File: config.mk
export PLATFORM = sky130hd
export DESIGN_NAME = mult_issue_arb_flat
export DESIGN_NICKNAME = d
export VERILOG_FILES = /design/src/rtl/mult_issue_arb_if.sv /design/src/rtl/mult_issue_arb.sv /design/src/flat_wrapper.sv
export SDC_FILE = /design/constraint.sdc
export NUM_CORES = 1
export LEC_CHECK = 0
export CAP_MARGIN = 10
export CORE_AREA = 10 10 147 149
export DETAILED_ROUTE_END_ITERATION = 10
export DIE_AREA = 0 0 157 159
export DONT_BUFFER_PORTS = 1
export PLACE_DENSITY = 0.49
export RECOVER_POWER = 25
export SKIP_CTS_REPAIR_TIMING = 1
export SYNTH_ARGS = -nofsm -noshare
export SYNTH_HDL_FRONTEND = slang
export SYNTH_SLANG_ARGS = --single-unit
export TNS_END_PERCENT = 10
File: constraint.sdc
create_clock -name clk_i -period 4.6 [get_ports clk_i]
set_clock_uncertainty 0.05 [all_clocks]
set_input_delay 0.46 -clock clk_i [delete_from_list [all_inputs] [get_ports clk_i]]
set_output_delay 0.46 -clock clk_i [all_outputs]
set_load 0.01 [all_outputs]
File: src/rtl/mult_issue_arb_if.sv
// Requester and multiplier-side signal bundle for mult_issue_arb.
// slave = arbiter view, master = client/multiplier view.
interface mult_issue_arb_if #(
    parameter int DATA_WIDTH = 32,
    parameter int NUM_REQ    = 4
);
    logic [NUM_REQ-1:0]            req_valid_i;
    logic [NUM_REQ-1:0]            req_ready_o;
    logic [NUM_REQ*DATA_WIDTH-1:0] req_a_i;
    logic [NUM_REQ*DATA_WIDTH-1:0] req_b_i;
    logic [NUM_REQ-1:0]            resp_valid_o;
    logic [DATA_WIDTH-1:0]         resp_data_o;
    logic                          mult_start_o;
    logic [DATA_WIDTH-1:0]         mult_a_o;
    logic [DATA_WIDTH-1:0]         mult_b_o;
    logic [DATA_WIDTH-1:0]         mult_product_i;
    logic                          mult_done_i;

    modport slave (
        input  req_valid_i, req_a_i, req_b_i, mult_product_i, mult_done_i,
        output req_ready_o, resp_valid_o, resp_data_o, mult_start_o, mult_a_o, mult_b_o
    );

    modport master (
        output req_valid_i, req_a_i, req_b_i, mult_product_i, mult_done_i,
        input  req_ready_o, resp_valid_o, resp_data_o, mult_start_o, mult_a_o, mult_b_o
    );
endinterface

File: src/rtl/mult_issue_arb.sv
// Round-robin issue arbiter sharing one pipe_mult between NUM_REQ requesters.
// Optional MULT_ARB_STATS_EN adds saturating issue/stall counters.
module mult_issue_arb #(
    parameter int DATA_WIDTH = 32,
    parameter int STAGES     = 8,
    parameter int NUM_REQ    = 4,
    parameter int MAX_OUT    = 4
) (
    input  logic            clk_i,
    input  logic            rst_i,
    input  logic            en_i,
    mult_issue_arb_if.slave bus,
    output logic            idle_o,
    output logic            err_o
`ifdef MULT_ARB_STATS_EN
    ,
    output logic [31:0]     stat_issue_o,
    output logic [31:0]     stat_stall_o
`endif
);
    localparam int IDW = (NUM_REQ > 1) ? $clog2(NUM_REQ) : 1;
    localparam int CW  = $clog2(MAX_OUT + 1);

    logic [IDW-1:0]              rr_ptr;
    logic [IDW-1:0]              grant_id;
    logic                        grant_vld;
    logic [NUM_REQ-1:0]          grant;
    logic [NUM_REQ-1:0]          elig;
    logic [NUM_REQ-1:0]          resp_valid;
    logic [DATA_WIDTH-1:0]       resp_data;
    logic [CW-1:0]               out_cnt [NUM_REQ];
    logic                        mult_start_q;
    logic [DATA_WIDTH-1:0]       mult_a_q;
    logic [DATA_WIDTH-1:0]       mult_b_q;
    logic [IDW-1:0]              issue_id;
    logic [STAGES-1:0]           tag_v;
    logic [STAGES-1:0][IDW-1:0]  tag_id;

    always_comb begin
        resp_valid = '0;
        resp_data  = '0;
        if (bus.mult_done_i && tag_v[STAGES-1]) begin
            resp_valid[tag_id[STAGES-1]] = 1'b1;
            resp_data                    = bus.mult_product_i;
        end
    end

    // A response retiring this cycle frees its slot, so a requester at its
    // limit may be granted in the same cycle it receives a result.
    always_comb begin
        for (int unsigned k = 0; k < NUM_REQ; k++) begin
            elig[k] = bus.req_valid_i[k] & en_i &
                      ((out_cnt[k] < CW'(MAX_OUT)) | resp_valid[k]);
        end
    end

    always_comb begin
        grant_vld = 1'b0;
        grant_id  = '0;
        grant     = '0;
        for (int unsigned i = 0; i < NUM_REQ; i++) begin
            if (!grant_vld && elig[(32'(rr_ptr) + i) % NUM_REQ]) begin
                grant_vld = 1'b1;
                grant_id  = IDW'((32'(rr_ptr) + i) % NUM_REQ);
            end
        end
        if (grant_vld) grant[grant_id] = 1'b1;
    end

    always_ff @(posedge clk_i) begin
        if (rst_i) begin
            mult_start_q <= 1'b0;
            mult_a_q     <= '0;
            mult_b_q     <= '0;
            issue_id     <= '0;
            rr_ptr       <= '0;
            tag_v        <= '0;
            tag_id       <= '0;
            err_o        <= 1'b0;
        end else begin
            mult_start_q <= grant_vld;
            if (grant_vld) begin
                mult_a_q <= bus.req_a_i[grant_id*DATA_WIDTH +: DATA_WIDTH];
                mult_b_q <= bus.req_b_i[grant_id*DATA_WIDTH +: DATA_WIDTH];
                issue_id <= grant_id;
                rr_ptr   <= (grant_id == IDW'(NUM_REQ - 1)) ? '0 : grant_id + 1'b1;
            end
            // Head is loaded from the registered issue so the tail lines up
            // with done, STAGES cycles after mult_start_o.
            tag_v[0]  <= mult_start_q;
            tag_id[0] <= issue_id;
            for (int unsigned s = 1; s < STAGES; s++) begin
                tag_v[s]  <= tag_v[s-1];
                tag_id[s] <= tag_id[s-1];
            end
            if (bus.mult_done_i != tag_v[STAGES-1]) err_o <= 1'b1;
        end
    end

    always_ff @(posedge clk_i) begin
        for (int unsigned k = 0; k < NUM_REQ; k++) begin
            if (rst_i)                          out_cnt[k] <= '0;
            else if (grant[k] && !resp_valid[k]) out_cnt[k] <= out_cnt[k] + 1'b1;
            else if (!grant[k] && resp_valid[k]) out_cnt[k] <= out_cnt[k] - 1'b1;
        end
    end

    always_comb begin
        idle_o = ~mult_start_q;
        for (int unsigned k = 0; k < NUM_REQ; k++) begin
            if (out_cnt[k] != '0) idle_o = 1'b0;
        end
    end

`ifdef MULT_ARB_STATS_EN
    always_ff @(posedge clk_i) begin
        if (rst_i) begin
            stat_issue_o <= '0;
            stat_stall_o <= '0;
        end else begin
            if (grant_vld && stat_issue_o != '1) stat_issue_o <= stat_issue_o + 1'b1;
            if ((|bus.req_valid_i) && !grant_vld && stat_stall_o != '1)
                stat_stall_o <= stat_stall_o + 1'b1;
        end
    end
`endif

    assign bus.req_ready_o  = grant;
    assign bus.resp_valid_o = resp_valid;
    assign bus.resp_data_o  = resp_data;
    assign bus.mult_start_o = mult_start_q;
    assign bus.mult_a_o     = mult_a_q;
    assign bus.mult_b_o     = mult_b_q;
endmodule
File: src/flat_wrapper.sv
// flat-port wrapper written by rule: the top's interface ports become plain ports
module mult_issue_arb_flat 
#(
    parameter int DATA_WIDTH = 32,
    parameter int STAGES     = 8,
    parameter int NUM_REQ    = 4,
    parameter int MAX_OUT    = 4
)
  (clk_i, rst_i, en_i, idle_o, err_o, bus_req_valid_i, bus_req_a_i, bus_req_b_i, bus_mult_product_i, bus_mult_done_i, bus_req_ready_o, bus_resp_valid_o, bus_resp_data_o, bus_mult_start_o, bus_mult_a_o, bus_mult_b_o);
  mult_issue_arb_if #(.DATA_WIDTH(DATA_WIDTH), .NUM_REQ(NUM_REQ)) bus_i ();
  input  logic clk_i;
  input  logic rst_i;
  input  logic en_i;
  output logic idle_o;
  output logic err_o;
  input wire logic [$bits(bus_i.req_valid_i)-1:0] bus_req_valid_i;
  input wire logic [$bits(bus_i.req_a_i)-1:0] bus_req_a_i;
  input wire logic [$bits(bus_i.req_b_i)-1:0] bus_req_b_i;
  input wire logic [$bits(bus_i.mult_product_i)-1:0] bus_mult_product_i;
  input wire logic [$bits(bus_i.mult_done_i)-1:0] bus_mult_done_i;
  output wire logic [$bits(bus_i.req_ready_o)-1:0] bus_req_ready_o;
  output wire logic [$bits(bus_i.resp_valid_o)-1:0] bus_resp_valid_o;
  output wire logic [$bits(bus_i.resp_data_o)-1:0] bus_resp_data_o;
  output wire logic [$bits(bus_i.mult_start_o)-1:0] bus_mult_start_o;
  output wire logic [$bits(bus_i.mult_a_o)-1:0] bus_mult_a_o;
  output wire logic [$bits(bus_i.mult_b_o)-1:0] bus_mult_b_o;
  assign bus_i.req_valid_i = bus_req_valid_i;
  assign bus_i.req_a_i = bus_req_a_i;
  assign bus_i.req_b_i = bus_req_b_i;
  assign bus_i.mult_product_i = bus_mult_product_i;
  assign bus_i.mult_done_i = bus_mult_done_i;
  assign bus_req_ready_o = bus_i.req_ready_o;
  assign bus_resp_valid_o = bus_i.resp_valid_o;
  assign bus_resp_data_o = bus_i.resp_data_o;
  assign bus_mult_start_o = bus_i.mult_start_o;
  assign bus_mult_a_o = bus_i.mult_a_o;
  assign bus_mult_b_o = bus_i.mult_b_o;
  mult_issue_arb #(.DATA_WIDTH(DATA_WIDTH), .STAGES(STAGES), .NUM_REQ(NUM_REQ), .MAX_OUT(MAX_OUT)) u_core (.clk_i(clk_i), .rst_i(rst_i), .en_i(en_i), .bus(bus_i), .idle_o(idle_o), .err_o(err_o));
endmodule
After elaboration in Yosys (flattened, before gate mapping)
Memory sizes are Yosys's and may differ from the RTL's.
Cells that the tools add are included.
{ "totals": {"word_cells": 160, "ram_bits": 12, "regBits": 94, "inputBits": 296, "memories": 1} }
{ "memory_table": {"columns": ["memory", "depth", "width", "read_ports", "rd_clocked_by_memory_dff", "wr", "line_no", "rtl"], "rows": [
  ["u_core.out_cnt", 4, 3, 4, 0, 4, "mult_issue_arb.sv:31", "logic [CW-1:0] out_cnt [NUM_REQ];"]
]} }
{ "op_classes": {"n_bitwise": 21, "reduce_logical": 29, "addsub": 12, "magnitude_cmp": 12, "shift": 2, "eq_ne": 2, "muxes": 66} }
{ "op_table": {"columns": ["cell", "count"], "rows": [
  ["$shiftx 128x8->32", 2],
  ["$mux 1", 44],
  ["$mux 32", 1],
  ["$mux 3", 8],
  ["$lt 2x3->1 const B", 6],
  ["$logic_and 1x1->1", 14],
  ["$add 3x1->3 const B", 4],
  ["$lt 3x3->1 const B", 4],
  ["$or 1x1->1", 12],
  ["$reduce_bool 3->1", 4],
  ["$sub 3x1->3 const B", 4],
  ["$logic_not 1->1", 11],
  ["$mux 2", 5],
  ["$and 1x1->1", 8],
  ["$bmux 1 s2", 4],
  ["$mux 4", 2],
  ["$add 2x1->2 const B", 2],
  ["$add 2x2->2 const B", 2],
  ["$demux 1 s2", 2],
  ["$ge 2x1->1 const B", 2],
  ["$eq 2x2->1 const B", 1],
  ["$ne 1x1->1", 1],
  ["$not 1->1", 1]
]} }

Depth between registers and ports, before layout
Gate-level depths: netlist (run 1).
{ "depth": {"depth_word": 31, "mapped_depth": 17, "mapped_depth_nobuf": 13} }

Worst setup path before layout (run 1)
Ideal clock, no wire load.
{ "synth_timing": {"path_kind": "input -> register", "startpoint": "in bus_mult_done_i", "endpoint": "mem u_core.out_cnt[2][2] in the netlist's numbering (data pin)", "path_slack_ns": 0.974, "arrival_time_ns": 3.310, "n_path_buf": 4, "stages": 17, "path_cell_list": "ha_1 > buf_4 > or3b_1 > buf_6 > a21oi_4 > a21oi_1 > o221ai_2 > inv_2 > buf_2 > buf_2 > ha_1 > a21oi_2 > nand2b_1 > fa_1 > xnor2_1 > mux2i_1 > nor2_1"} }
{ "synth_rtl": {"columns": ["element", "line_no", "rtl"], "rows": [
  ["start: declaration", "flat_wrapper.sv:20", "input wire logic [$bits(bus_i.mult_done_i)-1:0] bus_mult_done_i;"],
  ["end: declaration", "mult_issue_arb.sv:31", null]
]} }

Final worst setup path (run 1)
{ "layout_timing": {"startpoint": "reg u_core.tag_v[7]", "endpoint": "out bus_req_ready_o[1]"} }
{ "layout_via": {"elab_chain_cells": 21, "word_cells_on_any_way": 38, "cone_classes": "order compare (2); mux (20); bitwise (8); reduce/logical (8)"} }
{ "layout_rtl": {"columns": ["element", "line_no", "rtl"], "rows": [
  ["start: declaration", "mult_issue_arb.sv:36", "logic [STAGES-1:0] tag_v;"],
  ["start signal: indexed assignment", "mult_issue_arb.sv:93", "tag_v[s] <= tag_v[s-1];"],
  ["$logic_and 1x1->1 *", "mult_issue_arb.sv:42", "if (bus.mult_done_i && tag_v[STAGES-1]) begin"],
  ["$mux 4 *", "mult_issue_arb.sv:42", null],
  ["$or 1x1->1", "mult_issue_arb.sv:53", "((out_cnt[k] < CW'(MAX_OUT)) | resp_valid[k]);"],
  ["$and 1x1->1", "mult_issue_arb.sv:52", "elig[k] = bus.req_valid_i[k] & en_i &"],
  ["$bmux 1 s2", "mult_issue_arb.sv:62", "if (!grant_vld && elig[(32'(rr_ptr) + i) % NUM_REQ]) begin"],
  ["$mux 1 (implied by the code)", "mult_issue_arb.sv:62", null],
  ["$mux 1", "mult_issue_arb.sv:62", null],
  ["$logic_not 1->1", "mult_issue_arb.sv:62", null],
  ["[... 5 more ...]", null, null],
  ["$logic_not 1->1", "mult_issue_arb.sv:62", null],
  ["$logic_and 1x1->1", "mult_issue_arb.sv:62", null],
  ["$mux 2", "mult_issue_arb.sv:62", null],
  ["$lt 2x3->1 (implied by the code) / $ge 2x1->1 (equally long branches)", "mult_issue_arb.sv:67", "if (grant_vld) grant[grant_id] = 1'b1;"],
  ["$logic_and 1x1->1 (implied by the code)", "mult_issue_arb.sv:67", null],
  ["$mux 1 (implied by the code)", "mult_issue_arb.sv:67", null],
  ["$demux 1 s2", null, null],
  ["$mux 4 *", "mult_issue_arb.sv:67", null],
  ["end: declaration", "flat_wrapper.sv:21", "output wire logic [$bits(bus_i.req_ready_o)-1:0] bus_req_ready_o;"]
]} }
Every way passes the cells marked *; elsewhere a longest branch is shown, timed or not. The select of a mux whose other input is x is not followed.

==> summary.txt, run 1 <==
Die
  • Core area: 18,580 um2
  • Num rows: 50
  • Initial core utilization: 39.21%
  • Die area: 24,960 um2
  • Die height: 159 um
  • Die width: 157 um
  • IO Count: 403

Synthesis
  • Cell area after synthesis: 7286 um2
  • Synth Instances: 837
  • Mapped Nets: 1,148
  • Largest cells by area after synthesis: dfxtp_1 26%, and2_1 8.2%, a221oi_1 7.6%
  • Most frequent cell after synthesis: and2_1
  • Post-synth cell types: 54
  • Synth top cells by count: 96 x and2_1, 94 x dfxtp_1, 79 x nor2_1
  • Area leader, netlist: dfxtp_1
  • Ys flop type: dfxtp_1
  • Sequential element share of the synthesized area: 30.77%
  • YS warnings: 0
  • Mean Syn Cell Area: between 8 and 9 um2
  • Register bit count reported by yosys: 106
  • EDFF count, synth: 12
  • Top-area cell type share of the netlist area: 25.83%
  • Asr flop ratio synth: 0%

STA
  • Pins Over Slew Limit: 0
  • Setup tns final: 0 ns
  • RSZ-0062 raised after global routing: no
  • Period utilization: 89.34%
  • Max Clock Freq: 243.3 MHz
  • Worst setup margin: 0.4902 ns
  • Worst slew pin tran: around 0.96 ns
  • Count of final setup violators: 0
  • Slew headroom: 35.70%
  • Post-layout min period: 4.110 ns
  • Endpoints failing hold: 0

Detailed routing
  • Total number of vias: between 6,000 and 7,000
  • Detailed-router iteration count before antenna repair: 5
  • Top Layer Used: met4
  • WL final: 29,750 um
  • Vias/cell: about 6.6
  • ANT nets after route: 0
  • Wire length on met1: 10,540 um
  • WL met3: 3260 um
  • Drc violations: 0
  • Met2 routed wirelength: 15,250 um
  • Initial DRC Count: around 440
  • DR WL/cell: 29.34 um

Global route
  • Largest net degree at the start of global routing: approximately 110
  • Total global routing overflow: 0
  • GRT Overall Usage: 22.38%
  • First-pass GRT wire length: 43,720 um
  • Number of global-route vias before repair: about 6,700
  • Initial antenna violation count: 3

Worst hold path
  • Hold endpoint: u_core.issue_id[1]
  • Hold WC Path Type: in -> reg
  • Min-delay src: rst_i
  • Hold path depth: 1

Run
  • Max_cap viols: 0

Setup path
  • Startpoint types: flop
  • Worst reg2reg endpoint: u_core.out_cnt[1][2]
  • Setup CP Type: reg -> out
  • Worst r2r src: u_core.tag_v[7]
  • Critical-path maximum fanout: 31
  • R2R setup slack: approximately 0.73 ns
  • Crit path DAT: 3.60 ns
  • Critical Path End Type: output pin
  • FF-to-FF path depth: 13
  • CP required: 4.09 ns

Run status
  • Status: finished clean

Final layout
  • Layout fillers: 1,839
  • Fin nets: approximately 1,100
  • Layout area overhead: 5.564%
  • Share of layout cells above drive strength 1: 10.80%

Placement
  • Pre-CTS WS: between 0.6 and 0.7 ns
  • Placer congestion estimate: 0.8606
  • Post-DP HPWL: 21,730 um
  • IO buf count: 0

Pwr
  • P_leak: 2.479 nW
  • VDD IR-drop max: 0.1974 mV
  • Cell Pwr Density: 346.8 nW/um2

Clock tree
  • Clock buffer depth: 2
  • CTS tree: yes
  • Root Driver: clkbuf_16
  • Clock slew at reported path FFs: 0.07 ns
  • Clk_lat worst skew: between 0.3 and 0.4 ns
  • Clock sink count: around 110
  • CTS H-tree lvls: 3
  • Total CTS buffers: 9
[logic make-up (layout without fill, tap and decap cells)]
kind of cell             Yosys count  count (layout)  synth area share (%)
multiplexers                       2               2                0.2748
XOR/XNOR                           4               4                0.4808
buffers and inverters            109              50                 6.869
AND/OR/NAND/NOR                  378             378                 30.69
other                              0               2                     0
AO/OA/AOI/OAI                    223             223                 28.23
flip-flops                       106             106                 30.77
adder cells (fa/ha/maj)           15              15                 2.679
[worst max-delay path, stage by stage (launching register included)]
cell	delay, ns
dfxtp_1	0.32
ha_1	0.30
buf_4	0.29
nand3b_1	0.24
a21oi_1	0.74
a2bb2oi_4	0.11
nand3_2	0.11
buf_4	0.33
inv_2	0.09
buf_4	0.23
ha_1	0.28
nand2_4	0.10
inv_1	0.10
[registers in the layout (all words and copies together), names as in the netlist, 2 cells and up]
register	count
u_core.bus.mult_a_o	32
u_core.bus.mult_b_o	32
u_core.tag_id	16
u_core.out_cnt	12
u_core.tag_v	8
u_core.issue_id	2
u_core.rr_ptr	2
[placed cells by master (no fill, tap or decap), types with 15 or more instances in the layout]
cell type / n
nor3b_1: 51
buf_4: 16
nor2b_1: 25
inv_1: 15
and2_1: 96
a221oi_1: 63
nor2_1: 78
o31a_1: 63
dfxtp_1: 94
nor3_1: 67
a2111oi_0: 40
a2111oi_2: 19
[area by class of cell]
class                      count  area [um2]  share of cell area, %
antenna                        2       5.005                0.06507
clock buffer                  10       239.0                  3.107
clock inverter                 6       88.84                  1.155
inverter                      17       63.81                 0.8297
multi-input combinational    622        4619                  60.06
sequential                   106        2242                  29.15
tap                          234       292.8                  3.807
timing repair buffer          17       140.1                  1.822
[where the power goes]
part           switching, W  internal [W]  total [W]  leakage, nW
logic              0.000399      0.000256   0.000656         1.42
clock network      0.000374      0.000494   0.000869        0.163
registers          0.000117       0.00103    0.00114        0.897
total              0.000890       0.00178    0.00267         2.48
[layer usage]
layer | up-vias | GRT usage [%]
met1 | 3180 | 24.08
met4 | 0 | 6.609
met5 | - | 0
met3 | 43 | 8.311
met2 | 378 | 39.60
li1 | 3054 | -
[how the worst max path moves through the flow]
| stage | from | to | cells past startpoint |
|---|---|---|---|
| floorplan | bus_mult_done_i | u_core.out_cnt[2][2] | 17 |
| global placement | bus_mult_done_i | u_core.bus.mult_b_o[1] | 9 |
| detailed placement | bus_mult_done_i | u_core.bus.mult_a_o[15] | 9 |
| CTS | u_core.tag_v[7] | bus_req_ready_o[1] | 12 |
| global route | u_core.tag_v[7] | bus_req_ready_o[1] | 12 |
| finish | u_core.tag_v[7] | bus_req_ready_o[1] | 12 |
[through the flow]
stage               cell area [um2]  std cells  hold slack (ns)  util (%)  power, W
floorplan                      7286        837           0.3638         -  0.001660
global placement               7358        996           0.3651     39.60  0.001807
detailed placement             7358        996           0.3737     39.60  0.001823
CTS                            7686       1012           0.1443     41.37  0.002701
global route                   7689       1013           0.1817     41.38  0.002807
finish                         7691       1014           0.2231     41.39  0.002667
Note: power is estimated with default switching activity, not from simulation.
==> run 2: changes to the inputs <==
- SLEW_MARGIN: not set -> 40
==> run 2 against run 1 <==
  * Combinational power grew 1%
  * Cell count grew 0.30%
  * Die area is the same
  * Non-clock buffer count grew 2
  * Sequential share of layout area shrank 0.095 points
  * Clock power shrank 5.1%
  * Global-route usage grew 0.10 points
  * Routed wire length grew 0.77%
  * Fmax grew 3.5%
  * Register-to-register slack gained 0.09 ns
  * Via count grew 2.1%
  * Largest cell class unchanged
  * Largest power group unchanged
==> summary.txt, run 2 (synthesized netlist as in run 1, its figures left out) <==
Final layout
  • Final Non-Filler Cells: 1,017 (was 1,014)
  • Fin nets: 1,086 (was 1,084)
  • Commonest non-fill, non-tap cells in the layout: 96 x and2_1, 94 x dfxtp_1, 78 x nor2_1 (unchanged)
  • Share of layout cells above drive strength 1: 11.03% (was 10.80%)
  • Layout area overhead: 5.908% (was 5.564%)
  • Leading cell type in the layout, fill and taps excluded: and2_1 (unchanged)
  • Final core occ: 41.53% (was 41.39%)

Setup path
  • R2R setup slack: 0.82 ns (was 0.73 ns)
  • Setup CP Type: reg -> out (unchanged)
  • Critical Path Slowest Stage Cell: buf_4 (was a21oi_1)
  • CP top delay family: buffers and inverters (unchanged)
  • CP peak stage delay: 0.62 ns (was 0.74 ns)
  • Cell Chain, Critical Path: ha_1, or3b_1, a21oi_4, a21oi_1, o221ai_4, buf_4, ha_1, nand2_4, inv_1 (was ha_1, buf_4, nand3b_1, a21oi_1, a2bb2oi_4, nand3_2, buf_4, inv_2, buf_4, ha_1, nand2_4, inv_1)
  • Buf/Inv on CP: 2 (was 5)
  • Critical Path End Type: output pin (unchanged)
  • Crit path DAT: 3.46 ns (was 3.60 ns)
  • CP most frequent cell: ha_1 (was buf_4)
  • Startpoint types: flop (unchanged)
  • CP required: 4.09 ns (about the same)
  • Critical-path maximum fanout: 66 (was 31)

Detailed routing
  • DR WL/cell: 29.47 um (was 29.34 um)
  • Total number of vias: 6,797 (was 6,655)
  • WL final: 29,970 um (was 29,750 um)
  • Vias/cell: 6.683 (was 6.563)
  • ANT nets after route: 0 (unchanged)
  • Detailed-router iteration count before antenna repair: 6 (was 5)
  • Initial DRC Count: 510 (was 435)
  • Drc violations: 0 (unchanged)

STA
  • Setup tns final: 0 ns (unchanged)
  • Worst slew pin tran: 0.8431 ns (was 0.9556 ns)
  • Slew headroom: 43.71% (was 35.70%)
  • Count of final setup violators: 0 (unchanged)
  • Worst setup margin: 0.6280 ns (was 0.4902 ns)
  • Max Clock Freq: 251.8 MHz (was 243.3 MHz)
  • Period utilization: 86.35% (was 89.34%)
  • Pins Over Slew Limit: 0 (unchanged)
  • RSZ-0062 raised after global routing: no (unchanged)
  • Endpoints failing hold: 0 (unchanged)
  • Post-layout min period: 3.972 ns (was 4.110 ns)

Placement
  • Placer congestion estimate: 0.8606 (unchanged)
  • IO buf count: 0 (unchanged)
  • Post-DP HPWL: 21,700 um (was 21,730 um)
  • Placed insts: 996 (unchanged)
  • Pre-CTS WS: 0.6043 ns (was 0.6003 ns)

Global route
  • First-pass GRT wire length: 43,840 um (was 43,720 um)
  • Number of global-route vias before repair: 6,648 (was 6,716)
  • Largest net degree at the start of global routing: 111 (unchanged)
  • GRT Overall Usage: 22.48% (was 22.38%)
  • Initial antenna violation count: 4 (was 3)
  • Total global routing overflow: 0 (unchanged)

Run status
  • Status: finished clean (unchanged)

Clock tree
  • Clock slew at reported path FFs: 0.07 ns (about the same)
  • CTS H-tree lvls: 3 (unchanged)
  • Clk_lat worst skew: 0.35 ns (about the same)
  • Clock sink count: 106 (unchanged)
  • CTS tree: yes (unchanged)
  • Clock buffer depth: 2 (unchanged)
  • Total CTS buffers: 9 (unchanged)
  • Root Driver: clkbuf_16 (unchanged)

Pwr
  • VDD IR-drop max: 0.1850 mV (was 0.1974 mV)
  • Power, Total: 0.002633 W (was 0.002667 W)
  • Cell Pwr Density: 341.2 nW/um2 (was 346.8 nW/um2)
  • P_leak: 2.482 nW (was 2.479 nW)

Run
  • Max_cap viols: 0 (unchanged)

Die
  • Core area: 18,580 um2 (unchanged)
  • Die width: 157 um (unchanged)
  • Num rows: 50 (unchanged)
  • Die area: 24,960 um2 (unchanged)
  • IO Count: 403 (unchanged)
  • Initial core utilization: 39.21% (unchanged)
  • Die height: 159 um (unchanged)

Worst hold path
  • Hold WC Path Type: in -> reg (unchanged)
## run 2: final cells by class
type | instances | area [um2]
antenna | 3 | 7.507
clock buffer | 11 | 254.0
clock inverter | 5 | 51.30
fill | 1830 | 10860
inverter | 17 | 63.81
multi-input combinational | 622 | 4629
sequential | 106 | 2242
tap | 234 | 292.8
timing repair buffer | 19 | 175.2
## run 2: routing by layer
layer	routed length [um]	GRT usage (%)	part of all wire [%]	vias up
met5	0	0	0	-
met1	10760	24.26	36	3286
met4	689	6.481	2.3	0
met3	3333	8.446	11	46
met2	15190	39.70	51	408
li1	-	-	-	3057
## run 2: metrics by stage
step	hold slack, ns	area, um2
floorplan	0.3638	7286
global placement	0.3651	7358
detailed placement	0.3737	7365
CTS	0.1531	7670
global route	0.2061	7714
finish	0.2345	7716
## run 2: where the power goes
part | internal, W | switching [W]
combinational | 0.000262 | 0.000403
clock | 0.000453 | 0.000372
sequential | 0.00103 | 0.000117
total | 0.00174 | 0.000891
## run 2: final timing paths
kind	from	endpoint	cells after the start
worst max-delay path	u_core.tag_v[7]	bus_req_ready_o[0]	9
worst min-delay path	rst_i	u_core.issue_id[1]	1
worst max register to register	u_core.tag_v[7]	u_core.out_cnt[1][2]	10
worst min register to register	u_core.tag_id[5]	u_core.tag_id[7]	1
